**src/rtl/qr_pkg.sv**
```systemverilog
// Shared types, defaults and helpers for the quarter-round engine.
package qr_pkg;

    typedef enum logic [1:0] {
        ST_IDLE,
        ST_RUN,
        ST_DONE
    } state_e;

    localparam int WORD_W_DEF = 8;
    localparam int ROT1_DEF   = 4;
    localparam int ROT2_DEF   = 3;
    localparam int ROT3_DEF   = 2;
    localparam int ROT4_DEF   = 1;

    // Step index within one quarter round (counter mod 4)
    localparam logic [1:0] STEP0 = 2'd0;
    localparam logic [1:0] STEP1 = 2'd1;
    localparam logic [1:0] STEP2 = 2'd2;
    localparam logic [1:0] STEP3 = 2'd3;

    // Rotate-left of the low w bits of x by r (1 <= r < w <= 64)
    function automatic logic [63:0] rotl(input logic [63:0] x, input int unsigned r,
                                         input int unsigned w);
        logic [63:0] m;
        logic [63:0] xm;
        m  = (w >= 64) ? '1 : ((64'd1 << w) - 64'd1);
        xm = x & m;
        return ((xm << r) | (xm >> (w - r))) & m;
    endfunction

endpackage

```
**src/rtl/qr_if.sv**
```systemverilog
// Job/result handshake bundle between a producer and the quarter-round engine.
interface qr_if
    import qr_pkg::*;
#(
    parameter int WORD_W = WORD_W_DEF
) ();
    logic              in_valid;
    logic              in_ready;
    logic              in_ff;
    logic [WORD_W-1:0] in_a, in_b, in_c, in_d;
    logic              out_valid;
    logic              out_ready;
    logic [WORD_W-1:0] out_a, out_b, out_c, out_d;

    modport master (
        output in_valid, in_ff, in_a, in_b, in_c, in_d, out_ready,
        input  in_ready, out_valid, out_a, out_b, out_c, out_d
    );

    modport slave (
        input  in_valid, in_ff, in_a, in_b, in_c, in_d, out_ready,
        output in_ready, out_valid, out_a, out_b, out_c, out_d
    );
endinterface

```
**src/rtl/qr_halfstep.sv**
```systemverilog
// One ARX half step: x' = x + y, z' = (z ^ x') <<< r. Purely combinational.
module qr_halfstep
    import qr_pkg::*;
#(
    parameter int WORD_W = WORD_W_DEF
) (
    input  logic [WORD_W-1:0] x_i,
    input  logic [WORD_W-1:0] y_i,
    input  logic [WORD_W-1:0] z_i,
    input  int unsigned       r_i,
    output logic [WORD_W-1:0] x_o,
    output logic [WORD_W-1:0] z_o
);
    assign x_o = x_i + y_i;
    assign z_o = WORD_W'(rotl(64'(z_i ^ x_o), r_i, WORD_W));
endmodule

```
**src/rtl/qr_engine.sv**
```systemverilog
// Iterative quarter-round engine: one ARX step per clock, optional feed-forward,
// result held on a valid/ready output until consumed.
module qr_engine
    import qr_pkg::*;
#(
    parameter int WORD_W = WORD_W_DEF,
    parameter int ITER   = 2,
    parameter int ROT1   = ROT1_DEF,
    parameter int ROT2   = ROT2_DEF,
    parameter int ROT3   = ROT3_DEF,
    parameter int ROT4   = ROT4_DEF
) (
    input  logic clk,
    input  logic rst_n,
    qr_if.slave  bus,
    output logic busy
);
    localparam int STEPS = 4 * ITER;
    localparam int CNT_W = (STEPS > 1) ? $clog2(STEPS) : 1;
    localparam logic [CNT_W-1:0] LAST = CNT_W'(STEPS - 1);

    typedef logic [WORD_W-1:0] word_t;

    state_e            state_q;
    logic [CNT_W-1:0]  cnt_q;
    word_t             a_q, b_q, c_q, d_q;
    word_t             sa_q, sb_q, sc_q, sd_q;
    logic              ff_q;
    word_t             oa_q, ob_q, oc_q, od_q;
    logic              out_valid_q;

    word_t             a_d, b_d, c_d, d_d;
    word_t             hx, hy, hz, hx_o, hz_o;
    int unsigned       hr;
    logic [1:0]        step;
    logic              accept;

    assign bus.in_ready  = (state_q == ST_IDLE) || (state_q == ST_DONE && bus.out_ready);
    assign accept        = bus.in_valid && bus.in_ready;
    assign busy          = (state_q != ST_IDLE);
    assign bus.out_valid = out_valid_q;
    assign bus.out_a     = oa_q;
    assign bus.out_b     = ob_q;
    assign bus.out_c     = oc_q;
    assign bus.out_d     = od_q;
    assign step          = cnt_q[1:0];

    // Route word roles and rotation to the shared half step: even steps mix (a,b,d), odd (c,d,b)
    always_comb begin
        hx = a_q;
        hy = b_q;
        hz = d_q;
        hr = ROT1;
        case (step)
            STEP0:   hr = ROT1;
            STEP1:   begin hx = c_q; hy = d_q; hz = b_q; hr = ROT2; end
            STEP2:   hr = ROT3;
            default: begin hx = c_q; hy = d_q; hz = b_q; hr = ROT4; end
        endcase
    end

    qr_halfstep #(.WORD_W(WORD_W)) u_half (
        .x_i (hx),
        .y_i (hy),
        .z_i (hz),
        .r_i (hr),
        .x_o (hx_o),
        .z_o (hz_o)
    );

    // Write the half-step results back into the roles they came from
    always_comb begin
        a_d = a_q;
        b_d = b_q;
        c_d = c_q;
        d_d = d_q;
        if (!step[0]) begin
            a_d = hx_o;
            d_d = hz_o;
        end else begin
            c_d = hx_o;
            b_d = hz_o;
        end
    end

    // Job FSM: accept (also from DONE on the consuming edge), step, then hold the result
    always_ff @(posedge clk) begin
        if (!rst_n) begin
            state_q     <= ST_IDLE;
            cnt_q       <= '0;
            a_q         <= '0; b_q  <= '0; c_q  <= '0; d_q  <= '0;
            sa_q        <= '0; sb_q <= '0; sc_q <= '0; sd_q <= '0;
            ff_q        <= 1'b0;
            oa_q        <= '0; ob_q <= '0; oc_q <= '0; od_q <= '0;
            out_valid_q <= 1'b0;
        end else if (accept) begin
            state_q     <= ST_RUN;
            cnt_q       <= '0;
            a_q  <= bus.in_a; b_q  <= bus.in_b; c_q  <= bus.in_c; d_q  <= bus.in_d;
            sa_q <= bus.in_a; sb_q <= bus.in_b; sc_q <= bus.in_c; sd_q <= bus.in_d;
            ff_q        <= bus.in_ff;
            out_valid_q <= 1'b0;
        end else begin
            case (state_q)
                ST_RUN: begin
                    a_q <= a_d; b_q <= b_d; c_q <= c_d; d_q <= d_d;
                    if (cnt_q == LAST) begin
                        state_q     <= ST_DONE;
                        oa_q        <= ff_q ? a_d + sa_q : a_d;
                        ob_q        <= ff_q ? b_d + sb_q : b_d;
                        oc_q        <= ff_q ? c_d + sc_q : c_d;
                        od_q        <= ff_q ? d_d + sd_q : d_d;
                        out_valid_q <= 1'b1;
                    end else begin
                        cnt_q <= cnt_q + 1'b1;
                    end
                end
                ST_DONE: begin
                    if (bus.out_ready) begin
                        state_q     <= ST_IDLE;
                        out_valid_q <= 1'b0;
                    end
                end
                default: ;
            endcase
        end
    end

endmodule

```
**src/flat_wrapper.sv**
```systemverilog
// flat-port wrapper written by rule: the top's interface ports become plain ports
module qr_engine_flat import qr_pkg::*;
#(
    parameter int WORD_W = WORD_W_DEF,
    parameter int ITER   = 2,
    parameter int ROT1   = ROT1_DEF,
    parameter int ROT2   = ROT2_DEF,
    parameter int ROT3   = ROT3_DEF,
    parameter int ROT4   = ROT4_DEF
)
  (clk, rst_n, busy, bus_in_valid, bus_in_ff, bus_in_a, bus_in_b, bus_in_c, bus_in_d, bus_out_ready, bus_in_ready, bus_out_valid, bus_out_a, bus_out_b, bus_out_c, bus_out_d);
  qr_if #(.WORD_W(WORD_W)) bus_i ();
  input  logic clk;
  input  logic rst_n;
  output logic busy;
  input wire logic [$bits(bus_i.in_valid)-1:0] bus_in_valid;
  input wire logic [$bits(bus_i.in_ff)-1:0] bus_in_ff;
  input wire logic [$bits(bus_i.in_a)-1:0] bus_in_a;
  input wire logic [$bits(bus_i.in_b)-1:0] bus_in_b;
  input wire logic [$bits(bus_i.in_c)-1:0] bus_in_c;
  input wire logic [$bits(bus_i.in_d)-1:0] bus_in_d;
  input wire logic [$bits(bus_i.out_ready)-1:0] bus_out_ready;
  output wire logic [$bits(bus_i.in_ready)-1:0] bus_in_ready;
  output wire logic [$bits(bus_i.out_valid)-1:0] bus_out_valid;
  output wire logic [$bits(bus_i.out_a)-1:0] bus_out_a;
  output wire logic [$bits(bus_i.out_b)-1:0] bus_out_b;
  output wire logic [$bits(bus_i.out_c)-1:0] bus_out_c;
  output wire logic [$bits(bus_i.out_d)-1:0] bus_out_d;
  assign bus_i.in_valid = bus_in_valid;
  assign bus_i.in_ff = bus_in_ff;
  assign bus_i.in_a = bus_in_a;
  assign bus_i.in_b = bus_in_b;
  assign bus_i.in_c = bus_in_c;
  assign bus_i.in_d = bus_in_d;
  assign bus_i.out_ready = bus_out_ready;
  assign bus_in_ready = bus_i.in_ready;
  assign bus_out_valid = bus_i.out_valid;
  assign bus_out_a = bus_i.out_a;
  assign bus_out_b = bus_i.out_b;
  assign bus_out_c = bus_i.out_c;
  assign bus_out_d = bus_i.out_d;
  qr_engine #(.WORD_W(WORD_W), .ITER(ITER), .ROT1(ROT1), .ROT2(ROT2), .ROT3(ROT3), .ROT4(ROT4)) u_core (.clk(clk), .rst_n(rst_n), .bus(bus_i), .busy(busy));
endmodule
```
**config.mk**
```make
export PLATFORM = sky130hd
export DESIGN_NAME = qr_engine_flat
export DESIGN_NICKNAME = d
export VERILOG_FILES = /design/src/rtl/qr_pkg.sv /design/src/rtl/qr_if.sv /design/src/rtl/qr_halfstep.sv /design/src/rtl/qr_engine.sv /design/src/flat_wrapper.sv
export SDC_FILE = /design/constraint.sdc
export NUM_CORES = 1
export LEC_CHECK = 0
export CORE_AREA = 2 2 124 126
export CTS_BUF_LIST = sky130_fd_sc_hd__clkbuf_16
export DETAILED_ROUTE_END_ITERATION = 16
export DIE_AREA = 0 0 126 128
export PLACE_DENSITY = 0.7
export SLEW_MARGIN = 30
export SYNTH_ARGS = -nofsm -noshare
export SYNTH_HDL_FRONTEND = slang
export SYNTH_SLANG_ARGS = --single-unit
```
**constraint.sdc**
```tcl
create_clock -name clk -period 21.1 [get_ports clk]
set_clock_uncertainty 0.2 [all_clocks]
set_input_delay 3.165 -clock clk [delete_from_list [all_inputs] [get_ports clk]]
set_output_delay 3.165 -clock clk [all_outputs]
set_load 0.01 [all_outputs]
```
After elaboration in Yosys (flattened, before gate mapping)
Cells that the tools add are included.
- logic and storage cells: 82
- output and inout port bits: 35
- flip-flop bits (word level): 103
- bits of input ports: 37
- eq/ne operators: 9
- mux-type cells: 27
- bitwise operators: 5
- add/subtract/negate cells: 7
- reduce and logical (&&, ||, !) cells: 15
- shifts and indexed selects: 2
- operator list (cell ; count):
    8-bit 2-to-1 mux ; 19
    8-bit adder ; 5
    8-bit by 32-bit << shifter with 8-bit output ; 1
    8-bit by 32-bit right shift with 8-bit output ; 1
    4-bit by 32-bit subtractor with 32-bit output (first input constant) ; 1
    3-bit one-hot mux with 3 select lines ; 1
    3-bit AND reduction ; 3
    8-bit bitwise OR ; 1
    8-bit XOR ; 1
    2-bit nonzero test ; 3
    2-bit by 1-bit equality test with 1-bit output (second input constant) ; 2
    2-bit equality test (second input constant) ; 2
    2-bit logical NOT ; 2
    2-bit 2-to-1 mux ; 2
    2-bit one-hot mux with 2 select lines ; 1
    2-bit OR reduction ; 2
    3-bit by 1-bit adder with 3-bit output (second input constant) ; 1
    3-bit equality test (second input constant) ; 1
    1-bit 2-to-1 mux ; 3
    3-bit by 1-bit != test with 1-bit output (second input constant) ; 1
    3-bit by 2-bit != test with 1-bit output (second input constant) ; 1
    1-bit NOT ; 3
    3-bit nonzero test ; 1
    1-bit logical AND ; 2
    5 further kinds ; 5

Longest topological paths before layout
- depth in word-level cells: 10
- gate-level depth with buffers: 27
- mapped depth without buffers: 23

Cells and area by module
A second synthesis with hierarchy kept.
- cells, all modules: 1020
- area total of the unflattened synthesis: 8120.3 um^2
- modules (own cells, without submodules) (module ; seq. area each (um^2) ; cells an instance ; area each (um^2) ; instances):
    qr_engine ; 2042.0 ; 789 ; 6424.9 ; 1
    qr_halfstep ; 0.0 ; 231 ; 1695.4 ; 1

Worst setup path before layout
No wires, ideal clock.
- kind: input -> output
- start: input bus_out_ready
- end: output bus_in_ready
- slack: 14187 ps
- cell stages on the path: 2
- required time: 17735 ps
- buffers on the path: 0
- data arrival time: 3548 ps
- cells stage by stage: inv_1 > o21ai_0
- word-level cells in the longest chain between the ends: 2
- RTL lines (element ; line ; source):
    start, declared ; flat_wrapper.sv:22 ; input wire logic [$bits(bus_i.out_ready)-1:0] bus_out_ready;
    1-bit logical AND ; qr_engine.sv:38 ; assign bus.in_ready = (state_q == ST_IDLE) || (state_q == ST_DONE && bus.out_ready);
    1-bit logical OR ; qr_engine.sv:38 ;
    end, declared ; flat_wrapper.sv:23 ; output wire logic [$bits(bus_i.in_ready)-1:0] bus_in_ready;
No other way between the ends.

Worst setup path in the final report
Same ends and word-level chain as after synthesis.

==> results.py <==
metrics = {
    "power": {
        "seqPwrFrac_pct": 34.5,
        "swShare_pct": 37.2,
        "p_sw_uw": 233,
        "clockPowerShare_pct": 26.9,
        "p_int_uw": 393,
        "power.leakage_uw": 0.00332,
        "comb_power_share_pct": 38.6,
        "vdd_drop_max_v": 0.0000489,
        "power_density_nw_per_um2": 75.3,
    },
    "synth": {
        "synth_common_cells": "nand2_1, a21oi_1, dfxtp_1",
        "synth_cell_types": 74,
        "synth_edf_count": 0,
        "avgSynthCellArea_sq_um": 7.71,
        "synth_area_leaders": "dfxtp_1, ha_1, nand2_1",
        "yosysTopAreaCellShare_pct": 28.3,
        "synth_seq_area_share_pct": 28.3,
        "synth_most_common_cell": "nand2_1",
        "synth_area_leader_cell": "dfxtp_1",
        "synth_warnings": 0,
        "syn_inst": 936,
        "synthesis.area_sq_um": 7220,
        "ys_ff_latch": 102,
        "synth_flop_cell": "dfxtp_1",
        "synth_nets": 1026,
        "async_flop_share_pct": 0,
    },
    "critical_path": {
        "critPathLaunch": "bus_out_ready",
        "crit_end": "bus_in_ready",
        "rr_startpoint": "u_core.cnt_q[0]$_SDFFE_PP0P_",
        "rrSetupSlack_ps": 13560,
        "path_delay_family": "buffers and inverters",
        "crit_fanout": 3,
        "r2r_end": "u_core.bus.out_d[7]$_SDFFE_PN0P_",
        "cp.arrival_ps": 4600,
        "required_ps": 17740,
        "endpoint_kind": "output port",
        "crit_chain": "clkdlybuf4s50_1, inv_1, o21ai_0, clkdlybuf4s50_1",
        "cp_slowest_cell": "clkdlybuf4s50_1",
        "cpPeakStageDelay_ps": 610,
        "reg2regPathDepth": 24,
        "cp_common_cell": "clkdlybuf4s50_1",
        "worst-path-buf-inv": 3,
        "path_depth": 4,
        "crit_path_start_kind": "input port",
        "critical_path_class": "in2out",
    },
    "clock_tree": {
        "ctsHtreeMaxLevel": 3,
        "clk_latency_ps": 360,
        "cts-root-buf": "clkbuf_16",
        "cts_tree": "done",
        "cts_buffers": 9,
        "clock_path_buffers": 2,
        "cts_setup_buffers": 0,
        "cts.sinks": 102,
        "hold_buffers": 0,
        "ctsResizeCount": 0,
        "clk_pin_slew_worst_paths_ps": 70,
    },
    "min_path": {
        "holdCritStartpoint": "u_core.bus.out_a[3]$_SDFFE_PN0P_",
        "hold_class": "reg2reg",
        "holdPathStages": 2,
    },
    "global_routing": {
        "grt-busiest-layer": "met2",
        "antenna_found_initial": 0,
        "grt_overflow": 0,
        "met2_usage_pct": 39.6,
        "grt_pass1_wl_um": 33500,
        "grt_start_max_net_pins": 66,
        "grt_use_met1_pct": 36.8,
        "grt_pass1_vias": 6301,
        "grtUsageTotal_pct": 26.1,
        "met3_usage_pct": 4.09,
    },
    "timing": {
        "fin_crit_sh_pct": 37.8,
        "max_freq_mhz": 126,
        "slew_headroom_pct": 50.6,
        "finalSetupViolCount": 0,
        "report.final.slew_viol_count": 0,
        "worst_slack_ps": 13130,
        "tns_ps": 0,
        "hold_ws_ps": 253,
        "period_needed_ps": 7970,
        "tightest_slew_ps": 739,
        "grt_setup_unrepaired": "false",
        "hold_viol": 0,
    },
    "route": {
        "drc_errors": 0,
        "wl_per_cell_um": 18.1,
        "ant_nets": 0,
        "drt_iter0_markers": 514,
        "firstDrtPassIters": 8,
        "vias_per_cell": 6.00,
        "via_count": 6947,
        "wl_um": 20900,
    },
    "finish": {
        "n_antenna_cell": 0,
        "post-route-util_pct": 55.9,
        "nNetsFinal": 1055,
        "final_cells": 1157,
        "drive_gt1_share_pct": 7.02,
        "syn2layout_area_growth_pct": 15.2,
    },
    "floorplanning": {
        "start_util_pct": 48.5,
        "die_area_sq_um": 16100,
        "core_area_sq_um": 14900,
        "die_y_um": 128,
        "ioPinCount": 72,
        "placement_rows": 45,
        "die_x_um": 126,
    },
    "place": {
        "place.gp.congestion": 0.980,
        "placed_cells": 1142,
        "place_hpwl_um": 15100,
        "io_buffers": 71,
        "post-place-ws_ps": 13150,
    },
    "flow_run": {
        "cap_violations": 0,
    },
    "outcome": {
        "status": "finished clean",
    },
}
cells in the final DEF (no fill, tap or decap), types with 10 or more instances in the layout:
| cell type | Yosys | routed |
|---|---|---|
| xnor2_1 | 25 | 25 |
| o211ai_1 | 22 | 22 |
| clkdlybuf4s50_1 | 0 | 71 |
| mux2_2 | 21 | 21 |
| ha_1 | 48 | 48 |
| nor3_1 | 24 | 24 |
| nor2_1 | 79 | 78 |
| dfxtp_1 | 102 | 101 |
| a211oi_1 | 15 | 15 |
| mux2i_1 | 16 | 16 |
| nand2_1 | 145 | 144 |
| inv_1 | 30 | 29 |
| nand3_1 | 23 | 23 |
| o21a_1 | 10 | 10 |
| a31oi_1 | 14 | 14 |
| a21o_1 | 17 | 17 |
| o21ai_0 | 36 | 36 |
| or3_1 | 10 | 10 |
| a21oi_1 | 104 | 104 |
worst reg2reg max path: stages (launching register included):
cell	delay (ps)
dfxtp_1	310
buf_4	440
inv_1	220
ha_1	450
nor2_4	610
mux2_2	410
ha_1	220
fa_1	420
a21o_1	200
a21oi_1	270
xnor3_1	440
or3_1	320
o221ai_1	90
o311a_1	350
nor3_1	80
a21oi_1	240
ha_1	290
a21o_1	150
a21oi_1	220
o21bai_1	110
a2111oi_0	540
nor3_1	100
nand3b_1	220
or4_1	500
nand3_1	90
stage by stage:
step	instance area (sq um)	total power, uW
floorplan	7220	398
global placement	7990	452
detailed placement	8020	456
CTS	8310	624
global route	8310	662
finish	8310	625
layout make-up:
cell class / count / area [sq um]
clock buffers: 9 / 225
clock inverters: 6 / 63.8
fillers: 1425 / 6550
inverters: 31 / 116
multi-input cells: 740 / 4820
flip-flops and latches: 102 / 2040
well taps: 188 / 235
repair buffers: 81 / 806
routing by layer:
metal  vias up  part of all wire (%)
li1       3424                     -
met1      3241                    47
met2       234                    43
met3        48                   6.5
met4         0                   3.2
met5         -                     0
state kept, by name, summed over array words and instances, names as in the netlist:
name,flops
u_core.a_q,8
u_core.b_q,8
u_core.bus.out_a,8
u_core.bus.out_b,8
u_core.bus.out_c,8
u_core.bus.out_d,8
u_core.c_q,8
u_core.d_q,8
u_core.sa_q,8
u_core.sb_q,8
u_core.sc_q,8
u_core.sd_q,8
u_core.cnt_q,3
u_core.state_q,2
u_core.ff_q,1
worst min-delay path by stage:
stage,endpoint,slack (ps)
after floorplan,u_core.sb_q[7]$_SDFFE_PN0P_,240
after global placement,u_core.bus.out_a[3]$_SDFFE_PN0P_,240
after detailed placement,u_core.bus.out_a[3]$_SDFFE_PN0P_,250
after CTS,u_core.bus.out_a[3]$_SDFFE_PN0P_,250
after global routing,u_core.bus.out_a[3]$_SDFFE_PN0P_,280
final,u_core.bus.out_a[3]$_SDFFE_PN0P_,250
power by group through the flow:
stage          clock network, uW  registers, uW  logic [uW]
2_1_floorplan                  0            214         184
3_3_place_gp                   0            220         233
3_5_place_dp                   0            220         236
4_1_cts                      170            215         238
5_1_grt                      178            217         267
6_report                     168            216         241
cells by family (layout without fill, tap and decap cells):
logic type               after synthesis  count (layout)  share of synthesized area [%]
AO/OA/AOI/OAI                        284             284                           25.9
XOR/XNOR                              35              35                           4.63
adder cells (fa/ha/maj)               53              53                           9.71
buffers and inverters                 94             127                           5.05
flip-flops                           102             102                           28.3
multiplexers                          39              39                           6.02
AND/OR/NAND/NOR                      329             329                           20.4
Note: power is estimated with default switching activity, not from simulation.
